===== src/rtl/uc_pipe.sv =====
// rtl/uc_pipe.sv - EV22 pipeline control shift register (stages 2-5) with stall watchdog.
// Optional UC_PIPE_PERF_EN adds saturating STALL_CNT / RETIRE_CNT outputs.
module uc_pipe #(
    parameter int TYPE_W     = 7,
    parameter int SELA_W     = 5,
    parameter int SEL_W      = 6,
    parameter int HOLD_LIMIT = 8
) (
    input  logic              clk,
    input  logic              nreset,
    input  logic [TYPE_W-1:0] Type1,
    input  logic [SELA_W-1:0] SelA1,
    input  logic [SEL_W-1:0]  SelB1,
    input  logic [SEL_W-1:0]  SelC1,
    input  logic              HOLD,
    input  logic              FLUSH,
    output logic              FETCH_EN,
    output logic [TYPE_W-1:0] Type2,
    output logic [SELA_W-1:0] SelA2,
    output logic [SEL_W-1:0]  SelB2,
    output logic [SEL_W-1:0]  SelC2,
    output logic [TYPE_W-1:0] Type3,
    output logic [SEL_W-1:0]  SelC3,
    output logic [TYPE_W-1:0] Type4,
    output logic [SEL_W-1:0]  SelC4,
    output logic [TYPE_W-1:0] Type5,
    output logic [SEL_W-1:0]  SelC5,
`ifdef UC_PIPE_PERF_EN
    output logic [15:0]       STALL_CNT,
    output logic [15:0]       RETIRE_CNT,
`endif
    output logic              HOLD_ERR
);

    localparam int CNT_W = $clog2(HOLD_LIMIT + 1);
    localparam logic [CNT_W-1:0] LIMIT_C = CNT_W'(HOLD_LIMIT);

    logic [TYPE_W-1:0] type2_q, type2_d, type3_q, type3_d;
    logic [TYPE_W-1:0] type4_q, type4_d, type5_q, type5_d;
    logic [SELA_W-1:0] sela2_q, sela2_d;
    logic [SEL_W-1:0]  selb2_q, selb2_d, selc2_q, selc2_d;
    logic [SEL_W-1:0]  selc3_q, selc3_d, selc4_q, selc4_d, selc5_q, selc5_d;
    logic [CNT_W-1:0]  hold_cnt_q, hold_cnt_d;
    logic              hold_err_q, hold_err_d;

    always_comb begin
        type5_d = type4_q;
        selc5_d = selc4_q;
        type4_d = type3_q;
        selc4_d = selc3_q;
        type3_d = '0;
        selc3_d = '0;
        type2_d = type2_q;
        sela2_d = sela2_q;
        selb2_d = selb2_q;
        selc2_d = selc2_q;
        if (!HOLD) begin
            type3_d = type2_q;
            selc3_d = selc2_q;
            type2_d = Type1;
            sela2_d = SelA1;
            selb2_d = SelB1;
            selc2_d = SelC1;
        end
        // A taken jump kills stage 2 even while it is being held.
        if (FLUSH) begin
            type2_d = '0;
            sela2_d = '0;
            selb2_d = '0;
            selc2_d = '0;
        end
    end

    always_comb begin
        hold_cnt_d = '0;
        hold_err_d = hold_err_q;
        if (HOLD) begin
            hold_cnt_d = (hold_cnt_q == LIMIT_C) ? hold_cnt_q : hold_cnt_q + 1'b1;
            if (hold_cnt_d == LIMIT_C) begin
                hold_err_d = 1'b1;
            end
        end
    end

    always_ff @(posedge clk or posedge nreset) begin
        if (nreset) begin
            type2_q    <= '0;
            sela2_q    <= '0;
            selb2_q    <= '0;
            selc2_q    <= '0;
            type3_q    <= '0;
            selc3_q    <= '0;
            type4_q    <= '0;
            selc4_q    <= '0;
            type5_q    <= '0;
            selc5_q    <= '0;
            hold_cnt_q <= '0;
            hold_err_q <= 1'b0;
        end else begin
            type2_q    <= type2_d;
            sela2_q    <= sela2_d;
            selb2_q    <= selb2_d;
            selc2_q    <= selc2_d;
            type3_q    <= type3_d;
            selc3_q    <= selc3_d;
            type4_q    <= type4_d;
            selc4_q    <= selc4_d;
            type5_q    <= type5_d;
            selc5_q    <= selc5_d;
            hold_cnt_q <= hold_cnt_d;
            hold_err_q <= hold_err_d;
        end
    end

`ifdef UC_PIPE_PERF_EN
    logic [15:0] stall_cnt_q, stall_cnt_d, retire_cnt_q, retire_cnt_d;

    always_comb begin
        stall_cnt_d  = stall_cnt_q;
        retire_cnt_d = retire_cnt_q;
        if (HOLD && stall_cnt_q != 16'hFFFF) begin
            stall_cnt_d = stall_cnt_q + 16'd1;
        end
        if (type5_q != '0 && retire_cnt_q != 16'hFFFF) begin
            retire_cnt_d = retire_cnt_q + 16'd1;
        end
    end

    always_ff @(posedge clk or posedge nreset) begin
        if (nreset) begin
            stall_cnt_q  <= '0;
            retire_cnt_q <= '0;
        end else begin
            stall_cnt_q  <= stall_cnt_d;
            retire_cnt_q <= retire_cnt_d;
        end
    end

    assign STALL_CNT  = stall_cnt_q;
    assign RETIRE_CNT = retire_cnt_q;
`endif

    assign FETCH_EN = ~HOLD & ~nreset;
    assign Type2    = type2_q;
    assign SelA2    = sela2_q;
    assign SelB2    = selb2_q;
    assign SelC2    = selc2_q;
    assign Type3    = type3_q;
    assign SelC3    = selc3_q;
    assign Type4    = type4_q;
    assign SelC4    = selc4_q;
    assign Type5    = type5_q;
    assign SelC5    = selc5_q;
    assign HOLD_ERR = hold_err_q;

endmodule


===== config.mk =====
export PLATFORM = sky130hd
export DESIGN_NAME = uc_pipe
export DESIGN_NICKNAME = d
export VERILOG_FILES = /design/src/rtl/uc_pipe.sv
export SDC_FILE = /design/constraint.sdc
export NUM_CORES = 1
export LEC_CHECK = 0
export CAP_MARGIN = 20
export CORE_ASPECT_RATIO = 1.75
export CORE_MARGIN = 2
export CORE_UTILIZATION = 30
export CTS_CLUSTER_SIZE = 25
export DETAILED_ROUTE_END_ITERATION = 7
export GPL_ROUTABILITY_DRIVEN = 0
export GPL_TIMING_DRIVEN = 1
export PLACE_DENSITY = 0.63
export SETUP_SLACK_MARGIN = 0.05
export SLEW_MARGIN = 0
export SYNTH_ARGS = -nofsm -noshare
export SYNTH_HDL_FRONTEND = slang
export SYNTH_SLANG_ARGS = --single-unit
export TNS_END_PERCENT = 1

===== constraint.sdc =====
create_clock -name clk -period 2.5 [get_ports clk]
set_input_delay 0.625 -clock clk [delete_from_list [all_inputs] [get_ports clk]]
set_output_delay 0.625 -clock clk [all_outputs]
set_load 0.01 [all_outputs]

### After elaboration in Yosys (flattened, before gate mapping)

Index checks and enable logic that the tools add are counted.

| operators by class | value |
|---|---|
| reductions and logical operators | 1 |
| mux-type cells | 12 |
| equality and inequality tests | 3 |
| bitwise logic cells | 3 |
| add/subtract/negate cells | 1 |

Operators by type and width:

| kind | count |
|---|---|
| two-way mux 6 bit | 5 |
| two-way mux 7 bit | 3 |
| two-way mux 5 bit | 2 |
| == test 4 bit (second input constant) | 2 |
| two-way mux 4 bit | 2 |
| adder 4 x 1 -> 4 bit (second input constant) | 1 |
| != test 2 x 1 -> 1 bit (second input constant) | 1 |
| NOT 1 bit | 2 |
| AND reduction 2 bit | 1 |
| AND 1 bit | 1 |

| word-level totals | value |
|---|---|
| logic and storage cells | 32 |
| flip-flop bits (word level) | 68 |
| input port bits | 28 |

### Depth between registers and ports, before layout

Gate-level depths: netlist of run 1.

| depth | value |
|---|---|
| depth in word-level cells | 4 |
| depth in mapped cells | 5 |

### Worst setup path before layout of run 1

OpenSTA, ideal clock, no wires.

| timing | value |
|---|---|
| path kind | input to output |
| start point | in HOLD |
| end point | out FETCH_EN |
| required time | 1.875 ns |
| buffers on the path | 2 |
| data arrival time | 1.143 ns |
| stages on the path | 3 |
| setup slack | 0.732 ns |
| cell sequence | buf_2 > clkbuf_1 > nor2_1 |

| on the way | value |
|---|---|
| cells in the longest elaborated chain, start to end | 2 |

Ends and longest elaborated chain:

| item | RTL line | source |
|---|---|---|
| start: declaration | 15 | `input logic HOLD,` |
| NOT 1 bit | 143 | `assign FETCH_EN = ~HOLD & ~nreset;` |
| AND 1 bit | 143 |  |
| end: declaration | 17 | `output logic FETCH_EN,` |

No other way between the ends.

### Worst setup path after layout of run 1

| timing | value |
|---|---|
| start point | in nreset |
| end point | out FETCH_EN |

| on the way | value |
|---|---|
| cells in the longest elaborated chain, start to end | 2 |

Ends and longest elaborated chain:

| item | RTL line | source |
|---|---|---|
| start: declaration | 10 | `input logic nreset,` |
| NOT 1 bit | 143 |  |
| AND 1 bit | 143 |  |

No other way between the ends.

==> flow_summary.yaml, run 1 <==
status:
  status: "completed"
timing:
  drv_slew: 0
  setup_viol: 0
  slew-limit-headroom: 0.626
  tightest_slew_ns: 0.562
  rsz0062_at_grt: "false"
  fin_crit_ns: 2.32
  post-route-period-util: 0.927
  fin_tns_setup_ns: 0
  hold_slack_ns: 0.371
  hold_viol_final: 0
  final.setup_skew_ns: 0.00445
  fmax_mhz: 432
logic_synthesis:
  syn_area_um2: 2310
  ys.warnings.count: 0
  syn_inst: 158
  synthFlopType: "dfrtp_1"
  yosys-top-cells-area: "dfrtp_1 (74%), mux2i_1 (10%), nor2_1 (4.1%), nor2b_1 (3.5%), ha_1 (1.1%)"
  synth_top_area_cell: "dfrtp_1"
  ys_seq_elements: 68
  async_reset_ff_frac: 1.00
  ys_types: 23
  synth.avg_cell_area_um2: 14.6
  syn-num-nets: 188
  yosys.area.top_type_share: 0.738
  netlist_top_cells_count: "dfrtp_1 (68), nor2_1 (25), mux2i_1 (24)"
  synth_edf_count: 0
  seq_area_frac_synth: 0.738
  synthMostInstantiatedCell: "dfrtp_1"
flow_run:
  max-cap-violations: 0
setup_path:
  critPathKind: "in -> out"
  slowest_delay_ns: 0.54
  path_cells: "clkdlybuf4s50_1, nor2_1, clkdlybuf4s50_1"
  rrSetupSlack_ns: 0.98
  crit_path_frequent_cell: "clkdlybuf4s50_1"
  r2r-end: "HOLD_ERR"
  critPathSlowestCell: "clkdlybuf4s50_1"
  critPathArrivalTime_ns: 1.69
  path_buf_inv: 2
  startpoint_type: "input pin"
  path_depth: 3
  cp.required_ns: 1.88
  r2r-start: "hold_cnt_q[0]"
  cp_top_family: "buffers and inverters"
  endpoint_kind: "primary output"
  reg2reg_depth: 4
  cp_max_fo: 2
die:
  io_pins: 93
  rows: 42
  fp.dieH_um: 120
  fp.dieArea_um2: 8430
  coreArea_um2: 7510
  initial_utilization: 0.307
  die_x_um: 70.3
grt:
  grt_pass1_vias: 1465
  antenna_found_initial: 0
  grt_pass1_wl_um: 7510
  grt_overflow: 0
  grt_use_total: 0.120
  grt_max_degree: 43
finish:
  multi_input_area_um2: 553
  fillers: 692
  final_util: 0.483
  fin_nets: 288
  drive_gt1_frac: 0.0875
  instances_no_fill: 351
  diodes: 0
  register_area_um2: 1700
  area_growth_pct: 57.5
detailed_routing:
  via_per_inst: 4.31
  wl_per_cell_um: 13.2
  drcViolationCount: 0
  dr.pass1.iters: 4
  vias: 1514
  drt_iter0_drc: 110
  wl_um: 4620
  antenna_left: 0
clocking:
  root_buffer: "clkbuf_16"
  ctsHoldBuffers: 0
  clkLatencyLatePin_ns: 0.32
  postCtsSetupRepairBufs: 0
  cts_resized: 0
  cts.htree.levels: 3
  cts_tree: "done"
  cts.sinks: 68
  cts_buffers: 9
  path_clk_slew_ns: 0.05
  cts_max_path_buffers: 2
power:
  cellLeakagePower_uw: 0.00172
  power_uw: 2670
  ir_drop_mv: 0.404
  p_per_area_nw_per_um2: 734
hold_path:
  min_path_type: "reg -> reg"
  hold_depth: 0
  min_to: "Type5[4]"
  min_from: "Type4[4]"
place:
  dp.cells: 335
  place_hpwl_um: 3200
  numPortBuffers: 92
## cells by family (layout without fill, tap and decap cells)
logic type,Yosys count,in the layout,share of synthesized area
DFF,68,68,0.738
and+or+nand+nor,47,47,0.104
AOI/OAI and AO/OA,5,5,0.0168
buffers and inverters,11,116,0.0222
muxes,24,24,0.104
adders and majority gates,2,2,0.0109
xor gates and xnor gates,1,1,0.00380
## layout make-up
type	count	area share
inverters	4	0.00413
repair buffers	96	0.264
flip-flops and latches	68	0.468
well taps	88	0.0303
clock inverters	6	0.0179
multi-input cells	79	0.152
clock buffers	10	0.0630
## through the flow
stage	area, µm²	setup WS (ns)
floorplan	2310	0.163
global placement	3340	0.191
detailed placement	3340	0.181
CTS	3630	0.180
global route	3630	0.143
finish	3630	0.183
## power breakdown
part           internal (µW)  switching, µW
Clock                    771            447
Sequential              1150           27.8
Combinational            157            113
## routing by layer
layer	up-vias	track usage	routed length, µm
met4	0	0.0721	136
met1	727	0.151	1900
li1	716	-	-
met3	10	0.0453	315
met2	61	0.172	2270
met5	-	0	0
## worst reg2reg max path, cell delays in order, from the launching register on
cell	delay, ns
dfrtp_1	0.44
ha_1	0.26
and3_2	0.20
a211o_1	0.27
a41o_1	0.24
## registers in the layout (all words and copies together), names as in the netlist
signal and flops:
HOLD_ERR 1, SelC5 6, SelC4 6, hold_cnt_q 4, SelC2 6, Type5 7
Type2 7, Type3 7, SelA2 5, SelC3 6, Type4 7, SelB2 6
## layout by cell type (no fill, tap or decap), drive strengths merged
cell	count
clkdlybuf4s50	91
dfrtp	68
nor2	25
mux2i	24
nor2b	13
clkbuf	10
buf	5
inv	4
clkinv	4
and2	2
ha	2
nand2	1
nand3b	1
nand2b	1
a21boi	1
and4bb	1
o21ai	1
and3b	1
nand3	1
xnor2	1
a211oi	1
and3	1
a211o	1
a41o	1
clkinvlp	1
bufinv	1
## worst max path at each step
stage / slack [ns] / endpoint / startpoint
2_1_floorplan: 0.16 / HOLD_ERR / nreset
3_3_place_gp: 0.19 / FETCH_EN / nreset
3_5_place_dp: 0.18 / FETCH_EN / nreset
4_1_cts: 0.18 / FETCH_EN / nreset
5_1_grt: 0.14 / FETCH_EN / nreset
6_report: 0.18 / FETCH_EN / nreset
No activity file was read; power rests on OpenSTA's default activity.
==> run 2: changes to the inputs <==
--- a/config.mk
+++ b/config.mk
@@ -6,6 +6,8 @@
 export NUM_CORES = 1
 export LEC_CHECK = 0
 export CAP_MARGIN = 20
+export CELL_PAD_IN_SITES_DETAIL_PLACEMENT = 0
+export CELL_PAD_IN_SITES_GLOBAL_PLACEMENT = 1
 export CORE_ASPECT_RATIO = 1.75
 export CORE_MARGIN = 2
 export CORE_UTILIZATION = 30
@@ -13,7 +15,7 @@
 export DETAILED_ROUTE_END_ITERATION = 7
 export GPL_ROUTABILITY_DRIVEN = 0
 export GPL_TIMING_DRIVEN = 1
-export PLACE_DENSITY = 0.63
+export PLACE_DENSITY = 0.79
 export SETUP_SLACK_MARGIN = 0.05
 export SLEW_MARGIN = 0
 export SYNTH_ARGS = -nofsm -noshare
==> constraint.sdc (replaced) <==
create_clock -name clk -period 1.9 [get_ports clk]
set_input_delay 0.475 -clock clk [delete_from_list [all_inputs] [get_ports clk]]
set_output_delay 0.475 -clock clk [all_outputs]
set_load 0.01 [all_outputs]
==> run 2 against run 1 <==
First-iteration DRC count decreased by 39%. Global-route usage increased by 0.48 points. Sequential share of layout area decreased by 0.32 points. Clock power increased by 35%. Core utilization increased by 0.33 points. Via count increased by 0.92%. Total power increased by 34%. Hold slack about the same. Die area unchanged. Sequential power increased by 31%. Design area increased by 0.69%. Critical path depth unchanged.
==> flow_summary.yaml, run 2 (synthesis results as in run 1) <==
status:
  status: "completed"
setup_path:
  endpoint_kind: "primary output"
  slowest_delay_ns: 0.53
  critPathKind: "in -> out"
  cp.required_ns: 1.42
  critPathArrivalTime_ns: 1.34
  startpoint_type: "input pin"
  startpoint: "nreset"
  cp_top_family: "buffers and inverters"
  critPathSlowestCell: "clkdlybuf4s50_1"
  r2r-start: "hold_cnt_q[0]"
  cp_max_fo: 2
  path_cells: "clkdlybuf4s50_1, nor2_1, dlygate4sd2_1"
  path_buf_inv: 2
timing:
  fmax_mhz: 552
  tightest_slew_ns: 0.580
  post-route-period-util: 0.953
  setup_viol: 0
  fin_crit_ns: 1.81
  final.setup_skew_ns: 0.00382
  drv_slew: 0
  rsz0062_at_grt: "false"
  slew-limit-headroom: 0.613
  hold_viol_final: 0
grt:
  grt_overflow: 0
  grt_pass1_vias: 1513
  grt_max_degree: 43
  grt_use_total: 0.124
  grt_pass1_wl_um: 7830
  antenna_found_initial: 0
detailed_routing:
  via_per_inst: 4.37
  wl_per_cell_um: 13.7
  drcViolationCount: 0
  vias: 1528
  dr.pass1.iters: 4
  drt_iter0_drc: 67
  wl_um: 4800
  antenna_left: 0
power:
  p_sw_uw: 724
  swShare: 0.203
  clkPwrFrac: 0.463
  cellLeakagePower_uw: 0.00173
  combPwrFrac: 0.101
  power_uw: 3560
  ir_drop_mv: 0.557
  power.internal_uw: 2840
  seq_power_share: 0.436
  p_per_area_nw_per_um2: 974
hold_path:
  min_path_type: "reg -> reg"
  min_from: "SelC4[5]"
clocking:
  cts.htree.levels: 3
  root_buffer: "clkbuf_16"
  cts.sinks: 68
  cts_buffers: 9
  cts_max_path_buffers: 2
  clkLatencyLatePin_ns: 0.32
  path_clk_slew_ns: 0.05
  cts_tree: "done"
place:
  placed_area_um2: 3350
  dp.cells: 335
  place_hpwl_um: 3420
  numPortBuffers: 92
die:
  fp.dieH_um: 120
  rows: 42
  die_x_um: 70.3
  coreArea_um2: 7510
  initial_utilization: 0.307
  io_pins: 93
  fp.dieArea_um2: 8430
finish:
  mostFrequentLayoutCell: "clkdlybuf4s50_1"
  final_area_um2: 3660
  drive_gt1_frac: 0.0802
  area_growth_pct: 58.6
  fillers: 672
  diodes: 0
  fin_nets: 288
  instances_no_fill: 350
  layout_common_cells: "clkdlybuf4s50_1 (90), dfrtp_1 (68), nor2_1 (25)"
flow_run:
  max-cap-violations: 0
-- run 2: cell types whose count changed in the layout (fill, tap and decap cells not counted) --
| cell | delta |
|---|---|
| clkbuf_8 | +3 |
| clkbuf_1 | +1 |
| inv_2 | -1 |
| buf_4 | -1 |
| clkinv_2 | -2 |
| buf_12 | +1 |
| dlygate4sd2_1 | +1 |
| clkdlybuf4s50_1 | -1 |
| clkinv_4 | -2 |
-- run 2: cell type report --
| type | instances | area, µm² | share of cell area |
|---|---|---|---|
| clock inverters | 1 | 30.0 | 0.00821 |
| multi-input cells | 79 | 553 | 0.151 |
| flip-flops and latches | 68 | 1700 | 0.465 |
| repair buffers | 96 | 970 | 0.265 |
| clock buffers | 14 | 274 | 0.0749 |
| inverters | 4 | 18.8 | 0.00513 |
| well taps | 88 | 110 | 0.0301 |
-- run 2: power groups by stage --
stage | clock network (µW) | logic [µW] | registers (µW)
after floorplan | 0 | 116 | 1600
after global placement | 0 | 363 | 1580
after detailed placement | 0 | 369 | 1580
after CTS | 1700 | 369 | 1550
after global routing | 1780 | 390 | 1560
final | 1650 | 358 | 1550
-- run 2: worst paths after layout --
check / slack, ns / cells after the start / end
setup / recovery: 0.09 / 3 / FETCH_EN
hold / removal: 0.37 / 0 / SelC5[5]
setup reg to reg: 0.39 / 4 / HOLD_ERR
hold reg to reg: 0.37 / 0 / SelC5[5]
max in group asynchronous: 0.96 / 3 / SelC5[3]
min in group asynchronous: 0.47 / 2 / Type2[5]
-- run 2: metal layers --
metal | track usage | wire length [µm] | vias to the layer above
li1 | - | - | 717
met1 | 0.147 | 1820 | 742
met2 | 0.199 | 2590 | 59
met3 | 0.0344 | 249 | 10
met4 | 0.0757 | 135 | 0
met5 | 0 | 0 | -
-- run 2: metrics by stage --
step           setup TNS, ns  utilization  worst slack (ns)  hold slack, ns
6_report                   0        0.487            0.0892           0.371
5_1_grt                    0        0.487            0.0643           0.384
4_1_cts                    0        0.487            0.0896           0.374
3_5_place_dp          -0.163        0.446            -0.163           0.363
3_3_place_gp          -0.159        0.446            -0.159           0.356
2_1_floorplan              0            -             0.432           0.416
-- run 2: what timing repair did --
action | 4_1_cts | 5_1_grt
gates resized for setup | 1 | 0
buffers inserted | 0 | 0
hold buffers | 0 | 0
endpoints found under the setup margin | 1 | 0
==> run 3: changes to the inputs <==
--- a/config.mk
+++ b/config.mk
@@ -9,7 +9,6 @@
 export CELL_PAD_IN_SITES_DETAIL_PLACEMENT = 0
 export CELL_PAD_IN_SITES_GLOBAL_PLACEMENT = 1
 export CORE_ASPECT_RATIO = 1.75
-export CORE_MARGIN = 2
 export CORE_UTILIZATION = 30
 export CTS_CLUSTER_SIZE = 25
 export DETAILED_ROUTE_END_ITERATION = 7
==> run 3 against run 2 <==
Cell count fell by 0.29%. Clock skew fell by 0.0019 ns. Combinational power fell by 2%. Design area fell by 0.55%. Core utilization fell by 0.27 points. Sequential cell count did not move. Clock-buffer cell count did not move. Sequential share of layout area rose by 0.26 points. Global-route usage rose by 0.76 points. Via count fell by 1.8%. Critical path type unchanged.
==> flow_summary.yaml, run 3 (synthesis results as in run 1) <==
detailed_routing:
  wl_per_cell_um: 13.5
  drt_iter0_drc: 68
  dr.pass1.iters: 4
  antenna_left: 0
  vias: 1500
  wl_um: 4710
  via_per_inst: 4.30
  drcViolationCount: 0
finish:
  fillers: 690
  layout_common_cells: "clkdlybuf4s50_1 (90), dfrtp_1 (68), nor2_1 (25)"
  mostFrequentLayoutCell: "clkdlybuf4s50_1"
  fin_nets: 287
  final_util: 0.484
  area_growth_pct: 57.7
  diodes: 0
  drive_gt1_frac: 0.0766
grt:
  antenna_found_initial: 0
  grt_max_degree: 69
  grt_pass1_wl_um: 7430
  grt_pass1_vias: 1510
  grt_use_total: 0.132
  grt_overflow: 0
hold_path:
  min_to: "SelC5[3]"
  hold_depth: 0
  min_from: "SelC4[3]"
  min_path_type: "reg -> reg"
power:
  cellLeakagePower_uw: 0.00172
  p_per_area_nw_per_um2: 984
  ir_drop_mv: 0.520
die:
  io_pins: 93
  coreArea_um2: 7510
  initial_utilization: 0.307
  fp.dieArea_um2: 8060
  rows: 42
  die_x_um: 68.3
  fp.dieH_um: 118
clocking:
  cts_tree: "done"
  cts_buffers: 9
  cts_max_path_buffers: 2
  cts.htree.levels: 3
  path_clk_slew_ns: 0.05
  postCtsSetupRepairBufs: 0
  cts.sinks: 68
  clkLatencyLatePin_ns: 0.33
  root_buffer: "clkbuf_16"
setup_path:
  r2r-start: "hold_cnt_q[0]"
  reg2reg_depth: 4
  startpoint_type: "input pin"
  startpoint: "nreset"
  cp.required_ns: 1.42
  critPathKind: "in -> out"
  critPathArrivalTime_ns: 1.34
  r2r-end: "HOLD_ERR"
  cp_max_fo: 2
  endpoint_kind: "primary output"
  rrSetupSlack_ns: 0.39
place:
  place_hpwl_um: 3150
  place_ws_ns: -0.164
  numPortBuffers: 92
flow_run:
  max-cap-violations: 0
timing:
  fmax_mhz: 552
  setup_ws_ns: 0.0882
  rsz0062_at_grt: "false"
  tightest_slew_ns: 0.574
  setup_viol: 0
  hold_viol_final: 0
  post-route-period-util: 0.954
  final.setup_skew_ns: 0.00190
  fin_crit_ns: 1.81
  drv_slew: 0
  slew-limit-headroom: 0.617
status:
  status: "completed"
run 3: cell count changes in the layout (fill, tap and decap cells not counted):
| cell | before | now |
|---|---|---|
| buf_12 | 2 | 1 |
run 3: worst max path at each step:
stage | to | slack (ns) | depth (start not counted)
floorplan | FETCH_EN | 0.43 | 3
global placement | FETCH_EN | -0.14 | 3
detailed placement | FETCH_EN | -0.16 | 3
CTS | FETCH_EN | 0.09 | 3
global route | FETCH_EN | 0.07 | 3
finish | FETCH_EN | 0.09 | 3
run 3: critical path, cell delays in order:
cell	delay (ns)
clkdlybuf4s50_1	0.53
nor2_1	0.06
dlygate4sd2_1	0.28
run 3: per-layer routing:
layer,vias up,GRT usage,part of all wire
met1,721,0.147,0.40
li1,710,-,-
met5,-,0,0
met2,59,0.203,0.50
met4,0,0.0938,0.033
met3,10,0.0426,0.066
run 3: where the power goes:
group	leakage, µW	switching (µW)	internal [µW]
combinational	0.000651	148	205
sequential	0.000917	37.5	1520
clock	0.000149	557	1120
run 3: per-stage QoR:
step,hold slack [ns],instances,total power (µW),area (µm²),setup TNS [ns]
2_1_floorplan,0.416,158,1720,2310,0
3_5_place_dp,0.360,334,1940,3330,-0.164
5_1_grt,0.383,349,3720,3640,0
3_3_place_gp,0.356,334,1930,3330,-0.145
4_1_cts,0.371,349,3630,3640,0
6_report,0.368,349,3580,3640,0
run 3: timing repair:
action                                  4_1_cts  5_1_grt
resized for setup                             1        0
hold buffers                                  0        0
hold endpoints to repair                      0        0
endpoints found under the setup margin        1        0
run 3: cell type report:
type / instances / area [µm²] / area share
timing repair buffer: 95 / 950 / 0.261
clock inverter: 1 / 30.0 / 0.00826
sequential: 68 / 1700 / 0.468
tap: 88 / 110 / 0.0303
multi-input combinational: 79 / 553 / 0.152
clock buffer: 14 / 274 / 0.0753
inverter: 4 / 18.8 / 0.00516
